--- config.mk ---
export PLATFORM = sky130hd
export DESIGN_NAME = pulse_width_decoder
export DESIGN_NICKNAME = d
export VERILOG_FILES = /design/src/rtl/pulse_width_decoder_pkg.sv /design/src/rtl/pulse_dec_sync.sv /design/src/rtl/pulse_width_decoder.sv
export SDC_FILE = /design/constraint.sdc
export NUM_CORES = 1
export LEC_CHECK = 0
export CORE_UTILIZATION = 40
export CTS_CLUSTER_DIAMETER = 120
export CTS_CLUSTER_SIZE = 24
export DETAILED_ROUTE_END_ITERATION = 12
export DONT_BUFFER_PORTS = 1
export PLACE_DENSITY_LB_ADDON = 0.2
export SYNTH_ARGS = -nofsm -noshare
export SYNTH_HDL_FRONTEND = slang
export SYNTH_SLANG_ARGS = --single-unit
--- constraint.sdc ---
create_clock -name Clk -period 2.4 [get_ports Clk]
set_input_delay 0 -clock Clk [delete_from_list [all_inputs] [get_ports Clk]]
set_output_delay 0 -clock Clk [all_outputs]
set_load 0.005 [all_outputs]
--- src/rtl/pulse_width_decoder_pkg.sv ---
// Shared link constants for the pulse-stretch link: default pulse width, counter widths
// and the receive FSM state encoding (also used by the transmit-side generator).
package pulse_width_decoder_pkg;

   localparam int PULSE_LEN_DEF = 3;
   localparam int LEN_W_DEF     = 4;
   localparam int CNT_W_DEF     = 8;

   typedef enum logic [1:0] {
      S_ARM  = 2'd0,
      S_IDLE = 2'd1,
      S_HIGH = 2'd2,
      S_LONG = 2'd3
   } state_t;

endpackage

--- src/rtl/pulse_dec_sync.sv ---
// Two-flop synchronizer with synchronous active-high reset to 0.
// Used by pulse_width_decoder only when PULSE_DEC_SYNC_EN is defined.
module pulse_dec_sync (
   input  logic Clk,
   input  logic Rst,
   input  logic d,
   output logic q
);

   logic meta;

   always_ff @(posedge Clk) begin
      if (Rst) begin
         meta <= 1'b0;
         q    <= 1'b0;
      end else begin
         meta <= d;
         q    <= meta;
      end
   end

endmodule

--- src/rtl/pulse_width_decoder.sv ---
// Receive end of the pulse-stretch link: one Evt per exact PULSE_LEN-wide high pulse on X.
// Define PULSE_DEC_SYNC_EN to put X through a 2-flop synchronizer (adds 2 cycles latency).
module pulse_width_decoder
   import pulse_width_decoder_pkg::*;
#(
   parameter int PULSE_LEN = PULSE_LEN_DEF,
   parameter int LEN_W     = LEN_W_DEF,
   parameter int CNT_W     = CNT_W_DEF
) (
   input  logic             Clk,
   input  logic             Rst,
   input  logic             X,
   output logic             Evt,
   output logic             ErrShort,
   output logic             ErrLong,
   output logic             Busy,
   output logic [CNT_W-1:0] EvtCount,
   output state_t           dbg_state
);

   localparam logic [LEN_W-1:0] LEN_FULL = LEN_W'(PULSE_LEN);
   localparam logic [CNT_W-1:0] CNT_MAX  = {CNT_W{1'b1}};

   logic             xs;
   state_t           state, state_nxt;
   logic [LEN_W-1:0] len, len_nxt;
   logic             evt_nxt, err_short_nxt, err_long_nxt;

`ifdef PULSE_DEC_SYNC_EN
   pulse_dec_sync u_sync (
      .Clk (Clk),
      .Rst (Rst),
      .d   (X),
      .q   (xs)
   );
`else
   assign xs = X;
`endif

   always_comb begin
      state_nxt     = state;
      len_nxt       = len;
      evt_nxt       = 1'b0;
      err_short_nxt = 1'b0;
      err_long_nxt  = 1'b0;
      case (state)
         // A pulse already in flight when reset drops is ignored until X goes low.
         S_ARM: begin
            if (!xs) state_nxt = S_IDLE;
         end
         S_IDLE: begin
            if (xs) begin
               state_nxt = S_HIGH;
               len_nxt   = LEN_W'(1);
            end
         end
         S_HIGH: begin
            if (xs) begin
               if (len == LEN_FULL) begin
                  state_nxt    = S_LONG;
                  err_long_nxt = 1'b1;
               end else begin
                  len_nxt = len + LEN_W'(1);
               end
            end else begin
               state_nxt = S_IDLE;
               len_nxt   = '0;
               if (len == LEN_FULL) evt_nxt = 1'b1;
               else                 err_short_nxt = 1'b1;
            end
         end
         S_LONG: begin
            if (!xs) begin
               state_nxt = S_IDLE;
               len_nxt   = '0;
            end
         end
         default: begin
            state_nxt = S_ARM;
            len_nxt   = '0;
         end
      endcase
   end

   always_ff @(posedge Clk) begin
      if (Rst) begin
         state    <= S_ARM;
         len      <= '0;
         Evt      <= 1'b0;
         ErrShort <= 1'b0;
         ErrLong  <= 1'b0;
         Busy     <= 1'b0;
         EvtCount <= '0;
      end else begin
         state    <= state_nxt;
         len      <= len_nxt;
         Evt      <= evt_nxt;
         ErrShort <= err_short_nxt;
         ErrLong  <= err_long_nxt;
         Busy     <= (state_nxt == S_HIGH) || (state_nxt == S_LONG);
         // Count holds at all-ones; Evt itself keeps pulsing.
         if (evt_nxt && (EvtCount != CNT_MAX)) EvtCount <= EvtCount + CNT_W'(1);
      end
   end

   assign dbg_state = state;

endmodule
==> impl_metrics.ini <==
[yosys]
syn_inst = 98
ys_types = 35
yosysWarningCount = 0
avgSynthCellArea_um2 = 9.03
synth_seq_cells = 17
syn_nets = 108
seq_area_frac_synth_pct = 38.5
syn_area_um2 = 885

[setup_path]
worstSetupEndpointType = register
r2r_start = Busy$_SDFF_PP0_
worstPathRequired_ps = 2610
start_kind = register
path_cells = ha_1 -> and2b_1 -> o2111ai_2 -> or4_1 -> a21oi_1
critPathMaxFanout = 9
r2r_cells = 5
cp_slowest_stage_delay_ps = 500
crit_type = register to register
r2r-end = EvtCount[7]$_SDFFE_PP0P_
worst_path_max_delay_cell = dfxtp_1
crit_arrival_ps = 2180
r2r_setup_slack_ps = 430

[floorplan]
ios = 17
core_area_mm2 = 0.00202
die_area_mm2 = 0.00240
initial_core_util_pct = 43.7
dieWidth_um = 49.0
rows = 16
die_height_um = 49.0

[layout]
drive_gt1_share_pct = 5.00
stdcell_area_um2 = 943
layout.nets = 111
num_antenna_cells = 0
final_core_util_pct = 46.7
area_growth_pct = 6.65

[grt]
antenna_found_initial = 0
grt_pass1_wl_um = 2950
grt_overflow = 0
grtUsageTotal_pct = 15.9
grt_max_degree = 16
grt_pass1_vias = 697

[clock_network]
cts_made_buffers = 3
ctsResizeCount = 0
cts_tree = done
htree_levels = 1
clk_latency_ps = 280
cts_sinks = 17
cts-root-buf = clkbuf_4
clk_path_buf_depth = 2
cts.clk_slew.worst_paths_ps = 90

[hold_path]
hold_class = input pin to register
whs_path_depth = 4
hold_start = X
whs_endpoint = len[0]$_SDFFE_PP0P_

[placed_design]
port-buffer-count = 0
dpl_cell_area_um2 = 897
preCtsSetupSlack_ps = 465
place_congestion = 0.758
dp_hpwl_um = 1200

[sta]
slew_violations = 0
setup_tns_ps = 0
skew_ps = 3.25
slew_headroom_pct = 61.3
hold_viol_final = 0
rsz0062_at_grt = no
clock.fmax_mhz = 509
fin_crit_ps = 1970
finalWorstSetupSlack_ps = 433
post-route-period-util_pct = 81.9
setup_viol = 0
worst_pin_slew_ps = 578

[route]
via_per_inst = 5.46
drc = 0
drt-total-wl_um = 1660
drtPass1Iterations = 4
ant_nets = 0
num_vias = 694
wl_per_cell_um = 13.1
drt_first_iter_violations = 8

[run]
cap_violations = 0

[pwr]
p_leak_nw = 0.349
p_per_area_mw_per_mm2 = 547
vdd_drop_max_v = 0.000373

[outcome]
status = finished, final reports clean
[critical path: cells and delay by family, from the launching register on]
kind / cells / cell delay [ps]
adder cells (fa/ha/maj): 1 / 370
AND/OR/NAND/NOR: 2 / 700
AO/OA/AOI/OAI: 2 / 340
flip-flops: 1 / 500
[layout make-up]
| cell class | count | area, um2 |
|---|---|---|
| flip-flops and latches | 17 | 340 |
| well taps | 27 | 33.8 |
| multi-input cells | 73 | 508 |
| clock buffers | 4 | 26.3 |
| inverters | 4 | 15.0 |
| fillers | 209 | 1080 |
| repair buffers | 2 | 20.0 |
[Yosys cell counts]
library cell / count / area share (%)
nand2_1: 4 / 1.7
mux2i_1: 3 / 3.4
ha_1: 7 / 9.9
nor3b_1: 1 / 0.85
nand3_1: 4 / 2.3
buf_2: 1 / 0.57
a221oi_1: 1 / 0.99
o31ai_1: 1 / 0.85
nor3b_4: 1 / 2.1
dfxtp_1: 17 / 38
nand4bb_1: 1 / 1.3
o21a_1: 1 / 0.85
o211ai_1: 1 / 0.85
clkbuf_1: 1 / 0.42
o22ai_1: 1 / 0.71
nor3_1: 3 / 1.7
and2b_1: 1 / 0.85
clkbuf_2: 1 / 0.57
inv_1: 4 / 1.7
nor4b_1: 2 / 2.0
o2111ai_2: 1 / 1.7
nor2_1: 9 / 3.8
nor2b_1: 1 / 0.71
or3_1: 6 / 4.2
or4_1: 1 / 0.85
and2_1: 1 / 0.71
o22a_1: 1 / 0.99
buf_4: 1 / 0.85
and3_1: 1 / 0.71
and4b_1: 1 / 1.1
nand4_1: 2 / 1.4
a41oi_1: 1 / 0.99
o21ai_0: 5 / 2.8
xor2_1: 2 / 2.0
a21oi_1: 9 / 5.1
[power by group]
group	internal, mW	leakage [nW]	switching [mW]	total, mW
Combinational	0.0291	0.196	0.0367	0.0659
Sequential	0.290	0.137	0.0111	0.301
Clock	0.0645	0.0150	0.0846	0.149
Total	0.384	0.349	0.132	0.516
[layout by cell type (no fill, tap or decap), drive strengths merged]
cell type	count
a21oi	9
a221oi	1
a41oi	1
and2	1
and2b	1
and3	1
and4b	1
clkbuf	4
dfxtp	17
dlygate4sd3	2
ha	7
inv	4
mux2i	3
nand2	4
nand3	4
nand4	2
nand4bb	1
nor2	9
nor2b	1
nor3	3
nor3b	2
nor4b	2
o2111ai	1
o211ai	1
o21a	1
o21ai	5
o22a	1
o22ai	1
o31ai	1
or3	6
or4	1
xor2	2
[registers in the layout, summed over array words and instances, names as in the netlist]
signal / flops
dbg_state: 1
EvtCount: 8
Evt: 1
ErrLong: 1
len: 4
Busy: 1
ErrShort: 1
[cell families after synthesis]
logic type	count (synthesis)	synth area share [%]
buffers and inverters	8	4.10
AO/OA/AOI/OAI	22	15.8
flip-flops	17	38.5
XOR/XNOR	2	1.98
AND/OR/NAND/NOR	39	26.3
adder cells (fa/ha/maj)	7	9.90
multiplexers	3	3.39
[per-stage QoR]
| stage | power (mW) | instances | hold slack (ps) |
|---|---|---|---|
| after floorplan | 0.361 | 98 | 79.3 |
| after global placement | 0.366 | 121 | 71.9 |
| after detailed placement | 0.366 | 121 | 73.1 |
| after CTS | 0.524 | 127 | 35.1 |
| after global routing | 0.550 | 127 | 49.3 |
| final | 0.516 | 127 | 40.2 |
[what timing repair did]
item	4_1_cts	5_1_grt
setup endpoints to repair	0	0
setup buffers	0	0
hold buffers	2	0
endpoints found under the hold margin	17	0
[worst max path at each step]
stage                          startpoint                       end  slack, ps
after floorplan           Busy$_SDFF_PP0_  EvtCount[7]$_SDFFE_PP0P_        700
after global placement    Busy$_SDFF_PP0_  EvtCount[7]$_SDFFE_PP0P_        560
after detailed placement  Busy$_SDFF_PP0_  EvtCount[7]$_SDFFE_PP0P_        470
after CTS                 Busy$_SDFF_PP0_  EvtCount[7]$_SDFFE_PP0P_        430
after global routing      Busy$_SDFF_PP0_  EvtCount[7]$_SDFFE_PP0P_        220
final                     Busy$_SDFF_PP0_  EvtCount[7]$_SDFFE_PP0P_        430
[routing by layer]
metal  up-vias  part of all wire [%]  global-route usage (%)
li1        363                     -                       -
met1       320                    49                    17.5
met2        11                    47                    27.1
met3         0                   3.8                    8.41
met4         0                     0                    2.94
met5         -                     0                       0
Note: power is estimated with default switching activity, not from simulation.
